--- src/rtl/dbg_loader.sv ---
// Debug host-link controller: decodes a UART byte stream into CPU hold/release
// and word read/write accesses on the debug memory port, and returns replies.
module dbg_loader #(
   parameter bit          BOOT_HOLD = 1'b0,
   parameter int unsigned TIMEOUT   = 1_000_000
) (
   input  logic        clk,
   input  logic        n_reset,
   input  logic [7:0]  rx_data,
   input  logic        rx_valid,
   output logic [7:0]  tx_data,
   output logic        tx_valid,
   input  logic        tx_ready,
   output logic        cpu_n_reset,
   output logic        dbg_mem_op,
   output logic [31:0] dbg_adr,
   output logic [31:0] dbg_do,
   output logic [3:0]  dbg_wren,
   input  logic [31:0] dbg_di,
   input  logic        dbg_ready
);

   localparam int unsigned   TW       = $clog2(TIMEOUT + 1);
   localparam logic [TW-1:0] TMO_LAST = TW'(TIMEOUT - 1);

   localparam logic [7:0] OP_H    = 8'h48;
   localparam logic [7:0] OP_G    = 8'h47;
   localparam logic [7:0] OP_W    = 8'h57;
   localparam logic [7:0] OP_R    = 8'h52;
   localparam logic [7:0] RSP_OK  = 8'h4B;
   localparam logic [7:0] RSP_BAD = 8'h3F;

   typedef enum logic [2:0] {
      S_IDLE,
      S_ADDR,
      S_DATA,
      S_MEM,
      S_RESP
   } state_e;

   state_e        state_q, state_d;
   logic [1:0]    idx_q, idx_d;
   logic [1:0]    last_q, last_d;
   logic          wr_q, wr_d;
   logic [TW-1:0] tmo_q, tmo_d;
   logic [31:0]   adr_q, adr_d;
   logic [31:0]   do_q, do_d;
   logic [31:0]   rdat_q, rdat_d;
   logic [7:0]    tx_data_q, tx_data_d;
   logic          tx_valid_q, tx_valid_d;
   logic          cpu_n_reset_q, cpu_n_reset_d;
   logic          mem_op_q, mem_op_d;
   logic [3:0]    wren_q, wren_d;

   always_comb begin
      state_d       = state_q;
      idx_d         = idx_q;
      last_d        = last_q;
      wr_d          = wr_q;
      tmo_d         = tmo_q;
      adr_d         = adr_q;
      do_d          = do_q;
      rdat_d        = rdat_q;
      tx_data_d     = tx_data_q;
      tx_valid_d    = tx_valid_q;
      cpu_n_reset_d = cpu_n_reset_q;
      mem_op_d      = mem_op_q;
      wren_d        = wren_q;

      unique case (state_q)
         S_IDLE: begin
            tmo_d = '0;
            idx_d = '0;
            if (rx_valid) begin
               last_d = '0;
               unique case (rx_data)
                  OP_H: begin
                     cpu_n_reset_d = 1'b0;
                     tx_data_d     = RSP_OK;
                     tx_valid_d    = 1'b1;
                     state_d       = S_RESP;
                  end
                  OP_G: begin
                     cpu_n_reset_d = 1'b1;
                     tx_data_d     = RSP_OK;
                     tx_valid_d    = 1'b1;
                     state_d       = S_RESP;
                  end
                  OP_W: begin
                     wr_d    = 1'b1;
                     state_d = S_ADDR;
                  end
                  OP_R: begin
                     wr_d    = 1'b0;
                     state_d = S_ADDR;
                  end
                  default: begin
                     tx_data_d  = RSP_BAD;
                     tx_valid_d = 1'b1;
                     state_d    = S_RESP;
                  end
               endcase
            end
         end

         // Fields arrive LSB first, so each byte shifts in from the top.
         S_ADDR: begin
            if (rx_valid) begin
               tmo_d = '0;
               adr_d = {rx_data, adr_q[31:8]};
               idx_d = idx_q + 2'd1;
               if (idx_q == 2'd3) begin
                  if (wr_q) begin
                     state_d = S_DATA;
                  end else begin
                     state_d  = S_MEM;
                     mem_op_d = 1'b1;
                     wren_d   = 4'h0;
                  end
               end
            end else if (tmo_q == TMO_LAST) begin
               tmo_d   = '0;
               state_d = S_IDLE;
            end else begin
               tmo_d = tmo_q + TW'(1);
            end
         end

         S_DATA: begin
            if (rx_valid) begin
               tmo_d = '0;
               do_d  = {rx_data, do_q[31:8]};
               idx_d = idx_q + 2'd1;
               if (idx_q == 2'd3) begin
                  state_d  = S_MEM;
                  mem_op_d = 1'b1;
                  wren_d   = 4'hF;
               end
            end else if (tmo_q == TMO_LAST) begin
               tmo_d   = '0;
               state_d = S_IDLE;
            end else begin
               tmo_d = tmo_q + TW'(1);
            end
         end

         // The first reply byte is loaded directly from dbg_di so it can go out
         // the cycle after dbg_ready; the rest come from the latched word.
         S_MEM: begin
            if (dbg_ready) begin
               mem_op_d   = 1'b0;
               wren_d     = 4'h0;
               rdat_d     = dbg_di;
               tx_data_d  = wr_q ? RSP_OK : dbg_di[7:0];
               tx_valid_d = 1'b1;
               idx_d      = '0;
               last_d     = wr_q ? 2'd0 : 2'd3;
               state_d    = S_RESP;
            end
         end

         S_RESP: begin
            if (tx_valid_q && tx_ready) begin
               if (idx_q == last_q) begin
                  tx_valid_d = 1'b0;
                  state_d    = S_IDLE;
               end else begin
                  idx_d     = idx_q + 2'd1;
                  tx_data_d = rdat_q[15:8];
                  rdat_d    = {8'h00, rdat_q[31:8]};
               end
            end
         end

         default: state_d = S_IDLE;
      endcase
   end

   always_ff @(posedge clk or negedge n_reset) begin
      if (!n_reset) begin
         state_q       <= S_IDLE;
         idx_q         <= '0;
         last_q        <= '0;
         wr_q          <= 1'b0;
         tmo_q         <= '0;
         adr_q         <= '0;
         do_q          <= '0;
         rdat_q        <= '0;
         tx_data_q     <= '0;
         tx_valid_q    <= 1'b0;
         cpu_n_reset_q <= ~BOOT_HOLD;
         mem_op_q      <= 1'b0;
         wren_q        <= '0;
      end else begin
         state_q       <= state_d;
         idx_q         <= idx_d;
         last_q        <= last_d;
         wr_q          <= wr_d;
         tmo_q         <= tmo_d;
         adr_q         <= adr_d;
         do_q          <= do_d;
         rdat_q        <= rdat_d;
         tx_data_q     <= tx_data_d;
         tx_valid_q    <= tx_valid_d;
         cpu_n_reset_q <= cpu_n_reset_d;
         mem_op_q      <= mem_op_d;
         wren_q        <= wren_d;
      end
   end

   assign tx_data     = tx_data_q;
   assign tx_valid    = tx_valid_q;
   assign cpu_n_reset = cpu_n_reset_q;
   assign dbg_mem_op  = mem_op_q;
   assign dbg_adr     = adr_q & 32'hFFFF_FFFC;
   assign dbg_do      = do_q;
   assign dbg_wren    = wren_q;

endmodule

--- config.mk ---
export PLATFORM = sky130hd
export DESIGN_NAME = dbg_loader
export DESIGN_NICKNAME = d
export VERILOG_FILES = /design/src/rtl/dbg_loader.sv
export SDC_FILE = /design/constraint.sdc
export NUM_CORES = 1
export LEC_CHECK = 0
export ABC_AREA = 1
export ABC_CLOCK_PERIOD_IN_PS = 2200
export BUFFER_PORTS_ARGS = -buffer_cell sky130_fd_sc_hd__buf_2
export CELL_PAD_IN_SITES_DETAIL_PLACEMENT = 0
export CELL_PAD_IN_SITES_GLOBAL_PLACEMENT = 1
export CORE_ASPECT_RATIO = 0.7
export CORE_MARGIN = 4
export CORE_UTILIZATION = 40
export CTS_CLUSTER_SIZE = 24
export DETAILED_ROUTE_END_ITERATION = 8
export PLACE_DENSITY = 0.86
export SYNTH_ARGS = -nofsm -noshare
export SYNTH_HDL_FRONTEND = slang
export SYNTH_SLANG_ARGS = --single-unit
--- constraint.sdc ---
create_clock -name clk -period 2.2 [get_ports clk]
set_clock_uncertainty 0.1 [all_clocks]
set_input_delay 0.22 -clock clk [delete_from_list [all_inputs] [get_ports clk]]
set_output_delay 0.22 -clock clk [all_outputs]
set_load 0.02 [all_outputs]
======== Word level (Yosys, flattened, before mapping) ========
Index checks and enable logic that the tools add are counted.
W data, S select, Z words.
storage, ports and cells
  bits in registers ....................... 139
operators by class
  $add $sub $neg .......................... 2
  equality and inequality tests ........... 25
  muxes and demuxes ....................... 57
  reductions and logical operators ........ 24
operators with widths
  operator                 number
  $mux W32                 3
  $pmux W32 S2             1
  $mux W20                 2
  $mux W8                  5
  $pmux W20 S2             1
  $eq A8 B7 Y1 const B     4
  $mux W3                  10
  $mux W4                  6
  $pmux W8 S3              1
  $ne A2 B2 Y1 const B     11
  $add A20 B1 Y20 const B  1
  $eq A20 B20 Y1 const B   1
  $reduce_and A6 Y1        3
  $pmux W8 S2              1
  $pmux W3 S5              1
  $mux W2                  7
  $mux W1                  12
  $pmux W4 S3              1
  $reduce_bool A2 Y1       5
  $reduce_and A3 Y1        3
  $pmux W2 S4              1
  $reduce_and A7 Y1        1
  $eq A3 B2 Y1 const B     2
  $ne A3 B3 Y1 const B     2
  other kinds (17)         23

======== Logic depth before layout (Yosys ltp) ========
Gate-level depths: netlist (run 1).
  depth in word-level cells ............... 5
  gate-level depth with buffers ........... 11
  depth with buffers taken out ............ 11

======== Worst setup path before layout (run 1) ========
No wires, ideal clock.
  path type ............................... register to register
  from .................................... register state_q[2]
  to ...................................... register adr_q[6]
  library setup time ...................... 0.128 ns
  data arrival time ....................... 1.355 ns
  required time ........................... 1.972 ns
  path slack .............................. 0.617 ns
  cell stages (with the launch flop) ...... 8
  path buffers ............................ 2
  clock period less this slack ............ 1.583 ns
  cells stage by stage .................... dfrtp_1 > buf_6 > inv_2 > nand3_1 > inv_1 > nand2_2 > buf_2 > mux2_1
between the ends
  word-level cells in the longest chain between the ends .. 2
ends and longest elaborated chain
  what                                line  RTL
  start, declared                     41    state_e state_q, state_d;
  start signal, assigned              195   state_q <= state_d;
  $eq A3 B1 Y1                        70    unique case (state_q)
  $reduce_and A2 Y1 (no source line)  -
  end signal, assigned                200   adr_q <= adr_d;
  end, declared                       46    logic [31:0] adr_q, adr_d;
No other way between the ends.
A chain may end at the register's enable or synchronous reset.

======== Worst setup path after layout (run 1) ========
  from .................................... register state_q[2]
  to ...................................... register tx_data_q[6], in the netlist tx_data[6]
between the ends
  word-level cells in the longest chain between the ends .. 3
  elaborated cells between the ends (all ways) .. 11
  classes of those cells .................. eq/ne (7); mux (1); reduce/logical (3)
ends and longest elaborated chain
  what                                                                        line  RTL
  $eq A3 B3 Y1 (tied with other cells)                                        70
  $ne A2 B2 Y1 (no source line) / $reduce_bool A3 Y1 (equally long branches)  -
  $reduce_and A6 Y1 (no source line)                                          -
  end signal, assigned                                                        203   tx_data_q <= tx_data_d;
  end, declared                                                               49    logic [7:0] tx_data_q, tx_data_d;
Parallel ways exist; a longest one is shown, timed or not.

==> impl_metrics.tcl, run 1 <==
set metrics [dict create \
    dr.pass1.iters 5 \
    drv_slew 0 \
    syn_inst 661 \
    switching_share_pct 39.1 \
    clkPwrFrac_pct 29.2 \
    portBuffers 121 \
    drt-total-wl_um 14200 \
    tightest_slew_ps 540 \
    ys_dominant_reg_cell "dfrtp_1" \
    synth_top_family_by_area "simple AND/OR/NAND/NOR gates" \
    synthSimpleGateAreaFrac_pct 20.6 \
    post-route-min-period_ps 1980 \
    pin_count 124 \
    post_cts_buffers 0 \
    area_growth_pct 25.5 \
    hold_viol 0 \
    status "completed" \
    worst_hold_startpoint "dbg_di[1]" \
    ys_warn_count 0 \
    synth.area.mux_share_pct 2.69 \
    p_int_mw 6.02 \
    clock-sinks 125 \
    grt_pass1_vias 4800 \
    critPathLaunchType "flop" \
    critPathLaunch "state_q[2]" \
    yosysTopAreaCell "dfrtp_1" \
    endpoint_kind "flop" \
    synth-xor-area-share_pct 0.598 \
    hp-class "in2reg" \
    clock_path_buffers 2 \
    powerDensity_nw_per_um2 1340 \
    synth.avg_cell_area_um2 8.86 \
    synthArstFlopShare_pct 100 \
    synth_seq_cells 125 \
    insertion_delay_ps 410 \
    gp_congestion 0.872 \
    netlist.area_leader.share_pct 53.0 \
    fin_setup_tns_ps 0 \
    crit_type "reg2reg" \
    cts_tree "done" \
    synth_area_leaders "dfrtp_1, nand2_1, o21ai_0, inv_1, nor2_1" \
    max_slew_margin_pct 63.9 \
    switchingPower_mw 3.86 \
    clk_pin_slew_ps 50 \
    nets 840 \
    timing.rr.start "state_q[2]" \
    num_vias 4831 \
    vdd_ir_drop_max_mv 0.757 \
    whs_ps 23.4 \
    seq_power_share_pct 35.4 \
    reg2regPathDepth 8 \
    antennaDiodeCount 0 \
    grt_pass1_wl_um 23900 \
    chipHeight_um 109 \
    cp_data_required_time_ps 2450 \
    drtAntennaViolNets 0 \
    yosysSeqAreaShare_pct 53.5 \
    synth_area_um2 5850 \
    placeableCoreArea_um2 14100 \
    drt_iter0_markers 271 \
    power.leakage_nw 3.71 \
    drc 0 \
    yosysUniqueCellTypes 40 \
    synth.most_common_cell "nand2_1" \
    combPwrFrac_pct 35.3 \
    viasPerCell 4.85 \
    worstPathArrival_ps 2220 \
    avgRoutedWirePerCell_um 14.2 \
    endpoint "tx_data[6]" \
    r2r_end "tx_data[6]" \
    start_util_pct 41.4 \
    grt_start_max_net_pins 57 \
    ff2ff_setup_slack_ps 220 \
    crit_fanout 15 \
    layout-drive-gt1-share_pct 28.9 \
    grtUsageTotal_pct 17.9 \
    grt_overflow 0 \
    num_rows 36 \
    root_buffer "clkbuf_16" \
    antenna_found_initial 0 \
    hpwl_um 10500 \
    dieWidth_um 153 \
    finalCritPeriodShare_pct 89.8 \
    h-tree-depth 4 \
    synthTopCellsByCount "nand2_1, dfrtp_1, inv_1" \
    cts_made_buffers 17 \
    synth_compound_area_share_pct 13.8 \
    drv_cap 0 \
    grt_setup_unrepaired "no" \
    die_area_um2 16700 \
    setup_viol 0 \
    synth_edf_count 0 \
    synthAdderAreaFrac_pct 0.427 \
    utilization_pct 52.0 \
    fmax_ghz 0.506 \
]
==> cell type report <==
cell class,count,area (um2)
inverters,80,303
well taps,190,238
repair buffers,141,823
flip-flops and latches,125,3130
clock inverters,12,163
clock buffers,20,447
fillers,1315,6790
multi-input cells,428,2250
==> critical path, stage by stage, from the launching register on <==
cell and delay [ps]:
dfrtp_1 580, inv_2 100, nand2_4 140, nand2_4 110, a21oi_2 230, nand3_2 340, inv_1 170, nand2_1 70
nand2_1 60
==> metal layers <==
| metal | vias up | track usage (%) | wire length [um] |
|---|---|---|---|
| met5 | - | 0 | 0 |
| met4 | 0 | 4.77 | 129 |
| met3 | 18 | 4.40 | 832 |
| met2 | 148 | 27.3 | 6270 |
| met1 | 2249 | 25.8 | 6960 |
| li1 | 2416 | - | - |
==> what timing repair did <==
item	4_1_cts	5_1_grt
gates resized for setup	0	0
hold buffers	11	0
hold endpoints to repair	111	0
==> cells by family (layout without fill, tap and decap cells) <==
kind of cell / count (synthesis) / in the layout
adders and majority gates: 2 / 2
xor gates and xnor gates: 4 / 4
muxes: 14 / 14
and+or+nand+nor: 264 / 264
AOI/OAI and AO/OA: 142 / 142
buffers and inverters: 109 / 253
DFF: 125 / 125
other: 1 / 2
==> per-stage QoR <==
step	worst slack (ps)	power [mW]	instances	cell area (um2)
floorplan	617	5.97	662	5860
CTS	224	9.98	996	7350
global placement	284	6.92	953	6630
detailed placement	229	7.04	953	6630
finish	224	9.88	996	7350
global route	52.0	10.5	996	7350
==> sequential cells by signal, indices dropped and copies added (netlist names) <==
name,flops
last_q,1
tmo_q,20
dbg_do,32
idx_q,2
cpu_n_reset,1
adr_q,30
wr_q,1
tx_valid,1
rdat_q,24
tx_data,8
state_q,3
dbg_wren,1
dbg_mem_op,1
==> how the worst min path moves through the flow <==
stage / endpoint / slack [ps] / cells past startpoint
2_1_floorplan: adr_q[10] / -180 / 0
3_5_place_dp: adr_q[12] / 40 / 1
5_1_grt: rdat_q[8] / 40 / 3
6_report: tx_data[1] / 20 / 3
3_3_place_gp: adr_q[20] / 40 / 1
4_1_cts: rdat_q[16] / 7 / 5
==> power by group through the flow <==
| stage | combinational, mW | sequential [mW] | clock [mW] |
|---|---|---|---|
| final | 3.49 | 3.50 | 2.89 |
| after global routing | 3.90 | 3.59 | 3.04 |
| after CTS | 3.54 | 3.50 | 2.94 |
| after detailed placement | 3.52 | 3.52 | 0 |
| after global placement | 3.42 | 3.50 | 0 |
| after floorplan | 1.91 | 4.06 | 0 |
==> layout by cell type, fill, tap and decap left out, drive strengths merged, types with 6 or more instances in the layout <==
cell type,netlist,final
mux2,14,14
clkbuf,11,20
nor2,63,63
dfrtp,124,124
buf,18,130
nand4,6,6
dlygate4sd3,0,11
nand3,38,38
a21oi,37,37
inv,80,82
nand2,147,147
o21ai,97,97
No activity file was read; power rests on OpenSTA's default activity.
==> inputs of run 2 (changes only) <==
--- a/config.mk
+++ b/config.mk
@@ -8,11 +8,12 @@
 export ABC_AREA = 1
 export ABC_CLOCK_PERIOD_IN_PS = 2200
 export BUFFER_PORTS_ARGS = -buffer_cell sky130_fd_sc_hd__buf_2
-export CELL_PAD_IN_SITES_DETAIL_PLACEMENT = 0
+export CELL_PAD_IN_SITES_DETAIL_PLACEMENT = 1
 export CELL_PAD_IN_SITES_GLOBAL_PLACEMENT = 1
 export CORE_ASPECT_RATIO = 0.7
 export CORE_MARGIN = 4
 export CORE_UTILIZATION = 40
+export CTS_BUF_LIST = sky130_fd_sc_hd__clkbuf_2
 export CTS_CLUSTER_SIZE = 24
 export DETAILED_ROUTE_END_ITERATION = 8
 export PLACE_DENSITY = 0.86
==> impl_metrics.tcl, run 2 (synthesized netlist as in run 1, its figures left out) <==
set metrics [dict create \
    max_slew_margin_pct 40.4 \
    area_growth_pct 25.0 \
    gp_congestion 0.872 \
    dr.pass1.iters 5 \
    largest_reg_flops 32 \
    h-tree-depth 4 \
    insertion_delay_ps 680 \
    root_buffer "clkbuf_2" \
    avgRoutedWirePerCell_um 17.5 \
    final_common_cell "nand2_1" \
    drv_slew 0 \
    nets 877 \
    start_util_pct 41.4 \
    power.leakage_nw 3.71 \
    portBuffers 121 \
    grt_overflow 0 \
    worstPathArrival_ps 2650 \
    hold_viol 0 \
    die_area_um2 16700 \
    cp_data_required_time_ps 2710 \
    tightest_slew_ps 893 \
    grt_setup_unrepaired "no" \
    status "completed" \
    clk_pin_slew_ps 200 \
    grt_start_max_net_pins 57 \
    fin_ws_ps 60.2 \
    cts_made_buffers 17 \
    cts_tree "done" \
    drv_cap 0 \
    hpwl_um 12400 \
    drtAntennaViolNets 0 \
    crit_fanout 5 \
    grt_pass1_wl_um 29600 \
    placeableCoreArea_um2 14100 \
    layout-drive-gt1-share_pct 27.9 \
    pin_count 124 \
    critPathLaunchType "flop" \
    grtUsageTotal_pct 22.2 \
    antenna_found_initial 0 \
    place_ws_ps 151 \
    crit_path_max_incr_delay_ps 580 \
    setup_viol 0 \
    post-route-min-period_ps 2140 \
    finalCritPeriodShare_pct 97.3 \
    powerDensity_nw_per_um2 1160 \
    total_power_mw 8.48 \
    fillers 1730 \
    hp-class "in2reg" \
    viasPerCell 5.11 \
    clock_path_buffers 2 \
    chipHeight_um 109 \
    cp_cell_sequence "inv_2 -> nand2_2 -> nor2_4 -> inv_2 -> nor2_1 -> nand2_1 -> dlygate4sd3_1 -> o21ai_0" \
    grt_pass1_vias 5689 \
    fmax_ghz 0.467 \
    fin_setup_tns_ps 0 \
    num_vias 5275 \
    dieWidth_um 153 \
    drt_iter0_markers 266 \
    endpoint_kind "flop" \
    path_common_cell "inv_2" \
    crit_slowest_cell "dlygate4sd3_1" \
    ff2ff_setup_slack_ps 60 \
    final_cell_mix "nand2_1, dfrtp_1, buf_2, inv_1, o21ai_0" \
    crit_type "reg2reg" \
    drc 0 \
    drt-total-wl_um 18100 \
    clock-sinks 125 \
    utilization_pct 51.7 \
    vdd_ir_drop_max_mv 0.631 \
    num_rows 36 \
]
[run 2: stage by stage]
stage	hold WS [ps]	cells	cell area, um2
2_1_floorplan	-176	662	5860
3_3_place_gp	40.0	953	6630
3_5_place_dp	46.2	953	6630
4_1_cts	127	1032	7290
5_1_grt	130	1032	7310
6_report	207	1033	7320
[run 2: worst paths after layout]
| check | end | cells after the start | from |
|---|---|---|---|
| max in group asynchronous | state_q[2] | 4 | n_reset |
| hold / removal | rdat_q[26] | 4 | dbg_di[26] |
| setup / recovery | cpu_n_reset | 8 | state_q[0] |
| hold reg to reg | cpu_n_reset | 2 | cpu_n_reset |
| setup reg to reg | cpu_n_reset | 8 | state_q[0] |
| min in group asynchronous | cpu_n_reset | 3 | n_reset |
[run 2: what timing repair did]
action                                  CTS  global route
setup buffers                             0             0
endpoints found under the hold margin   183             0
hold buffers                             48             0
gates resized for setup                   0             7
endpoints found under the setup margin    0            10
[run 2: critical path, delay by kind of cell, from the launching register on]
family                 cells  cell delay [ps]
AO/OA/AOI/OAI              1              160
flip-flops                 1              500
buffers and inverters      3              770
AND/OR/NAND/NOR            4              540
[run 2: cell type report]
class	instances	area (um2)	area share, %
Antenna cell	1	2.50	0.0342
Clock buffer	17	85.1	1.16
Clock inverter	14	97.6	1.33
Inverter	80	303	4.14
Multi-Input combinational cell	428	2260	30.9
Sequential cell	125	3130	42.8
Tap cell	190	238	3.25
Timing Repair Buffer	178	1200	16.4
[run 2: report_power, final]
part | leakage (nW) | total [mW] | switching (mW) | internal [mW]
logic | 2.01 | 3.75 | 2.53 | 1.22
clock network | 0.111 | 1.20 | 0.914 | 0.285
registers | 1.59 | 3.53 | 0.514 | 3.02
[run 2: per-layer routing]
| metal | track usage [%] | part of all wire [%] |
|---|---|---|
| met1 | 28.7 | 44 |
| met2 | 37.5 | 49 |
| met5 | 0 | 0 |
| met4 | 6.42 | 2.1 |
| met3 | 5.28 | 5.1 |
